--- src/rtl/jtag_tap_ctrl.sv ---
// jtag_tap_ctrl -- IEEE 1149.1 TAP controller clocked by the system clock.
//
// TCK/TMS/TDI are oversampled through synchronizers. The TAP FSM advances on
// a detected TCK rise. TDO and tdo_en change on a detected TCK fall. The
// 5-bit EJTAG instruction register is decoded to a 4-bit DR select for the
// external DR mux. Capture and shift clocks for that mux appear as one-clk
// strobes (clk_dr). Update appears as a one-clk strobe (update_dr).
//
// Optional build macro:
//   JTAG_TRST_EN  adds the trst_n pin (active-low, asynchronous, synchronized).
//                 While it is low, the TAP is held in Test-Logic-Reset.
//
// Ports:
//   clk, rst           system clock; synchronous active-high reset
//   tck, tms, tdi      JTAG pins (asynchronous to clk)
//   trst_n             optional JTAG reset pin (JTAG_TRST_EN only)
//   tdo, tdo_en        registered serial out and its output enable
//   s_data_in          serial out bit of the selected DR
//   sel                DR select decoded from the instruction register
//   shift_dr           level, high in Shift-DR
//   clk_dr             strobe per TCK rise in Capture-DR / Shift-DR
//   update_dr          strobe on entry to Update-DR
//   tlr                high in Test-Logic-Reset
module jtag_tap_ctrl #(
  parameter int IR_WIDTH    = 5,
  parameter logic [IR_WIDTH-1:0] IR_CAPTURE = IR_WIDTH'(5'b00001),
  parameter int SYNC_STAGES = 2
) (
  input  logic       clk,
  input  logic       rst,
  input  logic       tck,
  input  logic       tms,
  input  logic       tdi,
`ifdef JTAG_TRST_EN
  input  logic       trst_n,
`endif
  output logic       tdo,
  output logic       tdo_en,
  input  logic       s_data_in,
  output logic [3:0] sel,
  output logic       shift_dr,
  output logic       clk_dr,
  output logic       update_dr,
  output logic       tlr
);

  typedef enum logic [3:0] {
    TLR, RTI, SEL_DR, CAP_DR, SH_DR, EX1_DR, PA_DR, EX2_DR, UPD_DR,
    SEL_IR, CAP_IR, SH_IR, EX1_IR, PA_IR, EX2_IR, UPD_IR
  } tap_state_e;

  localparam logic [IR_WIDTH-1:0] OP_IDCODE = IR_WIDTH'(5'h01);

  // ---------------------------------------------------------------------------
  // Pin synchronizers
  // ---------------------------------------------------------------------------
  logic [SYNC_STAGES-1:0] tck_sync, tms_sync, tdi_sync;
  logic tck_d;
  logic tck_s, tms_s, tdi_s;
  logic tck_rise, tck_fall;
  logic trst_act;

  always_ff @(posedge clk) begin
    if (rst) begin
      tck_sync <= '0;
      tms_sync <= '0;
      tdi_sync <= '0;
      tck_d    <= 1'b0;
    end else begin
      tck_sync <= {tck_sync[SYNC_STAGES-2:0], tck};
      tms_sync <= {tms_sync[SYNC_STAGES-2:0], tms};
      tdi_sync <= {tdi_sync[SYNC_STAGES-2:0], tdi};
      tck_d    <= tck_sync[SYNC_STAGES-1];
    end
  end

  assign tck_s    = tck_sync[SYNC_STAGES-1];
  assign tms_s    = tms_sync[SYNC_STAGES-1];
  assign tdi_s    = tdi_sync[SYNC_STAGES-1];
  assign tck_rise = tck_s & ~tck_d;
  assign tck_fall = ~tck_s & tck_d;

`ifdef JTAG_TRST_EN
  logic [SYNC_STAGES-1:0] trst_sync;

  always_ff @(posedge clk) begin
    if (rst) trst_sync <= '0;
    else     trst_sync <= {trst_sync[SYNC_STAGES-2:0], trst_n};
  end

  // The chain clears to 0. The TAP therefore stays in TLR for a few clk
  // after rst until the deasserted pin has propagated through the chain.
  assign trst_act = ~trst_sync[SYNC_STAGES-1];
`else
  assign trst_act = 1'b0;
`endif

  // ---------------------------------------------------------------------------
  // TAP FSM: state register / next state / outputs
  // ---------------------------------------------------------------------------
  tap_state_e state, state_next;

  always_ff @(posedge clk) begin
    if (rst || trst_act) state <= TLR;
    else                 state <= state_next;
  end

  always_comb begin
    state_next = state;
    if (tck_rise) begin
      case (state)
        TLR:     state_next = tms_s ? TLR    : RTI;
        RTI:     state_next = tms_s ? SEL_DR : RTI;
        SEL_DR:  state_next = tms_s ? SEL_IR : CAP_DR;
        CAP_DR:  state_next = tms_s ? EX1_DR : SH_DR;
        SH_DR:   state_next = tms_s ? EX1_DR : SH_DR;
        EX1_DR:  state_next = tms_s ? UPD_DR : PA_DR;
        PA_DR:   state_next = tms_s ? EX2_DR : PA_DR;
        EX2_DR:  state_next = tms_s ? UPD_DR : SH_DR;
        UPD_DR:  state_next = tms_s ? SEL_DR : RTI;
        SEL_IR:  state_next = tms_s ? TLR    : CAP_IR;
        CAP_IR:  state_next = tms_s ? EX1_IR : SH_IR;
        SH_IR:   state_next = tms_s ? EX1_IR : SH_IR;
        EX1_IR:  state_next = tms_s ? UPD_IR : PA_IR;
        PA_IR:   state_next = tms_s ? EX2_IR : PA_IR;
        EX2_IR:  state_next = tms_s ? UPD_IR : SH_IR;
        UPD_IR:  state_next = tms_s ? SEL_DR : RTI;
        default: state_next = TLR;
      endcase
    end
  end

  // clk_dr follows the same tck_rise that moves the FSM out of CAP_DR/SH_DR.
  // rst (and trst) win over a coincident edge.
  always_comb begin
    tlr      = (state == TLR);
    shift_dr = (state == SH_DR);
    clk_dr   = tck_rise && !rst && !trst_act &&
               ((state == CAP_DR) || (state == SH_DR));
  end

  // Update-DR is never re-entered from itself. A registered copy of the
  // entry condition therefore gives exactly one clk in the first UPD_DR cycle.
  always_ff @(posedge clk) begin
    if (rst || trst_act) update_dr <= 1'b0;
    else                 update_dr <= tck_rise && (state_next == UPD_DR);
  end

  // ---------------------------------------------------------------------------
  // Instruction register
  // ---------------------------------------------------------------------------
  logic [IR_WIDTH-1:0] ir_sh, ir;

  always_ff @(posedge clk) begin
    if (rst || trst_act) begin
      ir_sh <= IR_CAPTURE;
    end else if (tck_rise) begin
      if (state == CAP_IR)     ir_sh <= IR_CAPTURE;
      else if (state == SH_IR) ir_sh <= {tdi_s, ir_sh[IR_WIDTH-1:1]};
    end
  end

  // ir only moves on entry to UPD_IR or while in TLR. sel is therefore
  // stable through every DR state.
  always_ff @(posedge clk) begin
    if (rst || trst_act)                      ir <= OP_IDCODE;
    else if (state == TLR)                    ir <= OP_IDCODE;
    else if (tck_rise && state_next == UPD_IR) ir <= ir_sh;
  end

  always_comb begin
    case (ir)
      IR_WIDTH'(5'h01): sel = 4'd0;
      IR_WIDTH'(5'h03): sel = 4'd1;
      IR_WIDTH'(5'h08): sel = 4'd2;
      IR_WIDTH'(5'h09): sel = 4'd3;
      IR_WIDTH'(5'h0A): sel = 4'd4;
      IR_WIDTH'(5'h0C): sel = 4'd5;
      IR_WIDTH'(5'h02): sel = 4'd6;
      default:          sel = 4'd7;  // 0x1F and all unknown opcodes: BYPASS
    endcase
  end

  // ---------------------------------------------------------------------------
  // TDO: changes only on a TCK fall, so the value is stable for the next rise
  // seen by the external host.
  // ---------------------------------------------------------------------------
  always_ff @(posedge clk) begin
    if (rst) begin
      tdo <= 1'b0;
    end else if (tck_fall) begin
      if (state == SH_IR)      tdo <= ir_sh[0];
      else if (state == SH_DR) tdo <= s_data_in;
    end
  end

  always_ff @(posedge clk) begin
    if (rst || trst_act) tdo_en <= 1'b0;
    else if (tck_fall)   tdo_en <= (state == SH_IR) || (state == SH_DR);
  end

endmodule
--- config.mk ---
export PLATFORM = sky130hd
export DESIGN_NAME = jtag_tap_ctrl
export DESIGN_NICKNAME = d
export VERILOG_FILES = /design/src/rtl/jtag_tap_ctrl.sv
export SDC_FILE = /design/constraint.sdc
export NUM_CORES = 1
export LEC_CHECK = 0
export BUFFER_PORTS_ARGS = -buffer_cell sky130_fd_sc_hd__buf_2
export CELL_PAD_IN_SITES_DETAIL_PLACEMENT = 0
export CELL_PAD_IN_SITES_GLOBAL_PLACEMENT = 1
export CORE_ASPECT_RATIO = 0.5
export CORE_MARGIN = 3
export CORE_UTILIZATION = 40
export DETAILED_ROUTE_END_ITERATION = 10
export GPL_TIMING_DRIVEN = 0
export HOLD_SLACK_MARGIN = 0.02
export PLACE_DENSITY = 0.84
export SYNTH_ARGS = -nofsm -noshare
export SYNTH_HDL_FRONTEND = slang
export SYNTH_SLANG_ARGS = --single-unit
export TNS_END_PERCENT = 50
--- constraint.sdc ---
create_clock -name clk -period 2.7 [get_ports clk]
set_input_delay 0.81 -clock clk [delete_from_list [all_inputs] [get_ports clk]]
set_output_delay 0.81 -clock clk [all_outputs]
set_load 0.01 [all_outputs]
# Word level (Yosys, flattened, before mapping)
# Cells that the tools add are included.
dict set report totals {
  latch_bits 0
  ramBits 0
  out_inout_bits 10
  ff_bits 24
  mem_count 0
  rom_bits 0
  wordCells 73
  inputBits 6
}
dict set report classes {
  mul 0
  magnitude_cmp 0
  bitwise_logic 4
  n_shift 0
  n_eq_ne 24
  add_sub_neg 0
  n_mux 19
  reduce_logical 16
  div 0
}
# cell count
set op_table {}
lappend op_table {{4-bit one-hot mux with 12 select lines} 1}
lappend op_table {{4-bit equality test (second input constant)} 10}
lappend op_table {{3-bit one-hot mux with 7 select lines} 1}
lappend op_table {{5-bit by 4-bit equality test with 1-bit output (second input constant)} 4}
lappend op_table {{4-bit two-way mux} 5}
lappend op_table {{4-bit by 3-bit equality test with 1-bit output (second input constant)} 4}
lappend op_table {{5-bit by 2-bit equality test with 1-bit output (second input constant)} 2}
lappend op_table {{5-bit two-way mux} 2}
lappend op_table {{4-bit by 2-bit equality test with 1-bit output (second input constant)} 2}
lappend op_table {{2-bit two-way mux} 3}
lappend op_table {{3-bit two-way mux} 2}
lappend op_table {{2-bit OR reduction} 3}
lappend op_table {{5-bit by 1-bit equality test with 1-bit output (second input constant)} 1}
lappend op_table {{1-bit two-way mux} 5}
lappend op_table {{4-bit by 1-bit equality test with 1-bit output (second input constant)} 1}
lappend op_table {{1-bit logical AND} 4}
lappend op_table {{4-bit zero test} 1}
lappend op_table {{2-bit AND reduction} 2}
lappend op_table {{2-bit nonzero test} 2}
lappend op_table {{3-bit OR reduction} 1}
lappend op_table {{1-bit AND} 2}
lappend op_table {{1-bit logical OR} 2}
lappend op_table {{1-bit inverter} 2}
lappend op_table {{1-bit zero test} 1}

# Logic depth before layout (Yosys ltp)
dict set report depth {
  word_depth 6
  ltp_mapped 7
  depth_no_buf 5
}

# Least setup slack after synthesis
# OpenSTA, ideal clock, no wires.
dict set report synth_path {
  path_kind {register to output}
  from {register state[1]}
  to {output port clk_dr}
  path_stages_with_launch 5
  t_required_ns 1.890
  n_path_buf 1
  path_slack_ns 0.537
  arrival_time_ns 1.353
  cell_sequence {dfxtp_1 -> buf_6 -> inv_2 -> or3_1 -> a2111oi_2}
}
dict set report synth_between {
  elab_chain_cells 3
  elab_cells_between_ends 4
  cone_classes {eq/ne (2); reduce/logical (2)}
}
# item line_no
set synth_lines {}
lappend synth_lines {{start, declared} 101} ;# tap_state_e state, state_next;
lappend synth_lines {{start signal, assigned} 105} ;# else state <= state_next;
lappend synth_lines {{4-bit by 2-bit equality test with 1-bit output / 4-bit by 3-bit equality test with 1-bit output (equally long branches)} 139} ;# ((state == CAP_DR) || (state == SH_DR));
lappend synth_lines {{1-bit logical OR *} 139}
lappend synth_lines {{1-bit logical AND *} 138} ;# clk_dr = tck_rise && !rst && !trst_act &&
lappend synth_lines {{end, declared} 42} ;# output logic clk_dr,
# Mark *: on every way between the ends. The rest lies on a longest branch, timed or not.

# Worst setup path in the final report
# Ends and elaborated chain as after synthesis.

==> flow_summary.yaml <==
outcome:
  status: "finished clean"
cts:
  cts_tree: "yes"
  cts_buffers: 3
  ctsHoldBuffers: 0
  clk_path_buf_depth: 2
  cts_resized: 0
  clk_latency_ps: 260
  post_cts.repair.setup_buffers: 0
  root_buffer: "clkbuf_8"
  cts.clk_slew.worst_paths_ps: 70
  cts_sinks: 24
  htree_levels: 1
pwr:
  pwr-share-seq: 0.586
  power.internal_mw: 0.484
  switching_power_mw: 0.138
  clkPwrFrac: 0.322
  irDropWorstVdd_uv: 240
  p_per_area_nw_per_um2: 435
  leakage_nw: 0.528
  combPwrFrac: 0.092
  switching_share: 0.223
global_routing:
  overflow: 0
  grt_pass1_vias: 905
  antenna_found_initial: 0
  grt_max_degree: 13
  gr-usage-all-layers: 0.142
  grt_pass1_wl_um: 4360
synthesis:
  synth_compound_area_frac: 0.189
  synth_top_family_by_area: "simple AND/OR/NAND/NOR gates"
  syn-num-nets: 150
  synth_flop_cell: "dfxtp_1"
  synth_adder_area_share: 0
  ys_types: 45
  muxShareOfSynthArea: 0.0404
  syn_area_per_cell_um2: 8.83
  ys_seq_elements: 24
  syn_area_um2: 1270
  async_flop_share: 0
  synth-xor-area-share: 0.00689
  postSynthCellCount: 144
  synth-edff-count: 0
  synth_warnings: 0
  seq_area_frac_synth: 0.378
  yosys.area_share.simple: 0.307
sta:
  finalWorstSetupSlack_ps: 87.1
  finalHoldViolations: 0
  post-route-period-util: 0.968
  timing.hold.ws_ps: 440
  period_needed_ps: 2610
  tns_ps: 0
  fmax_mhz: 383
  skew_ps: 1.61
  maxSlewViolCount: 0
  finalSetupViolCount: 0
  rsz0062_at_grt: "false"
setup_path:
  cp_cell_sequence: "buf_6, inv_2, or3_1, a2111oi_2, buf_2"
  path_class: "reg2out"
  critPathSlowestCell: "dfxtp_1"
  end_kind: "output pin"
  worstPathRequired_ps: 1890
  cpPeakStageDelay_ps: 410
  critical_path_arrival_ps: 1800
  cp_max_fo: 10
  critPathLaunchType: "flop"
drt:
  wl_per_cell_um: 13.1
  firstDrtPassIters: 4
  drtIter0Drc: 38
  dr_total_vias: 1052
  routed_wl_um: 2600
  drc_errors: 0
  avgViaCountPerCell: 5.31
  drt.antenna.violating_nets: 0
placed_design:
  gp_congestion: 0.845
  post-place-ws_ps: 389
  place_inst: 195
  port_buffers: 14
  place_hpwl_um: 1950
floorplanning:
  ios: 16
  die_h_um: 45.9
  dieArea_um2: 3930
  initial_utilization: 0.454
  core_um2: 2800
  fp.dieW_um: 85.7
  std_cell_rows: 13
hold_path:
  hp-class: "reg2reg"
finish:
  layout_commonest_cell: "dfxtp_1"
  area_growth_pct: 12.4
  nets: 169
  num-fill-cells: 271
  final_cell_mix: "24 x dfxtp_1, 16 x buf_2, 12 x nor2_1, 11 x nor2b_1, 10 x a21oi_1"
  antennaDiodeCount: 0
  instances_no_fill: 198
  drive_above_1_share: 0.242
run:
  max-cap-violations: 0
final cells by class:
| class | count | area, um2 | share of cell area |
|---|---|---|---|
| Inverter | 6 | 22.5 | 0.0158 |
| Buffer | 10 | 73.8 | 0.0517 |
| Clock buffer | 3 | 41.3 | 0.0289 |
| Multi-Input combinational cell | 104 | 694 | 0.486 |
| Tap cell | 37 | 46.3 | 0.0324 |
| Sequential cell | 24 | 480 | 0.336 |
| Timing Repair Buffer | 14 | 70.1 | 0.0490 |
critical path: cells and delay by family, from the launching register on:
kind            cells  cell delay (ps)
buf+inv             3              440
flops               1              410
compound gates      1              310
simple gates        1              380
sequential cells by signal (all words and copies together) (netlist names):
| name | flops |
|---|---|
| update_dr | 1 |
| tck_d | 1 |
| tck_sync | 2 |
| tdo | 1 |
| ir | 5 |
| tms_sync | 2 |
| state | 4 |
| tdi_sync | 2 |
| tdo_en | 1 |
| ir_sh | 5 |
path summary, 6_finish.rpt:
check	from	endpoint	slack, ps	cells after the start
setup / recovery	state[1]	clk_dr	90	5
hold / removal	tck_sync[0]	tck_sync[1]	440	1
setup reg to reg	state[0]	tdo	1170	5
hold reg to reg	tck_sync[0]	tck_sync[1]	440	1
kinds of logic after synthesis:
logic type	after synthesis
simple gates	63
xor+xnor	1
mux	5
other cells	1
buf+inv	16
compound gates	34
flops	24
synthesized netlist by cell type, drive strengths merged, types with 2 or more instances:
cell / number / area share
a2111oi: 2 / 0.024
a211o: 2 / 0.014
a21oi: 10 / 0.039
buf: 9 / 0.055
dfxtp: 24 / 0.38
inv: 6 / 0.018
mux2i: 4 / 0.031
nand2: 7 / 0.021
nand2b: 4 / 0.020
nand3: 8 / 0.031
nand3b: 3 / 0.021
nor2: 12 / 0.035
nor2b: 13 / 0.076
nor3: 5 / 0.036
o211a: 2 / 0.016
o211ai: 2 / 0.016
o21ai: 8 / 0.031
o22ai: 2 / 0.0098
or3: 4 / 0.020
power groups by stage:
stage | clock [mW] | combinational [mW] | sequential, mW
finish | 0.200 | 0.0574 | 0.364
global route | 0.216 | 0.0629 | 0.365
CTS | 0.207 | 0.0571 | 0.364
detailed placement | 0 | 0.0569 | 0.373
global placement | 0 | 0.0565 | 0.372
floorplan | 0 | 0.0416 | 0.372
layer usage:
layer	global-route usage	up-vias	wire [um]
li1	-	542	-
met2	0.241	21	1130
met3	0.0487	2	140
met4	0.0221	0	13
met5	0	-	0
met1	0.182	487	1310
through the flow:
stage / utilization / power [mW] / area, um2
6_report: 0.511 / 0.622 / 1430
5_1_grt: 0.511 / 0.644 / 1430
4_1_cts: 0.511 / 0.629 / 1430
3_5_place_dp: 0.496 / 0.430 / 1390
3_3_place_gp: 0.496 / 0.429 / 1390
2_1_floorplan: - / 0.413 / 1270
No activity file was read; power rests on OpenSTA's default activity.
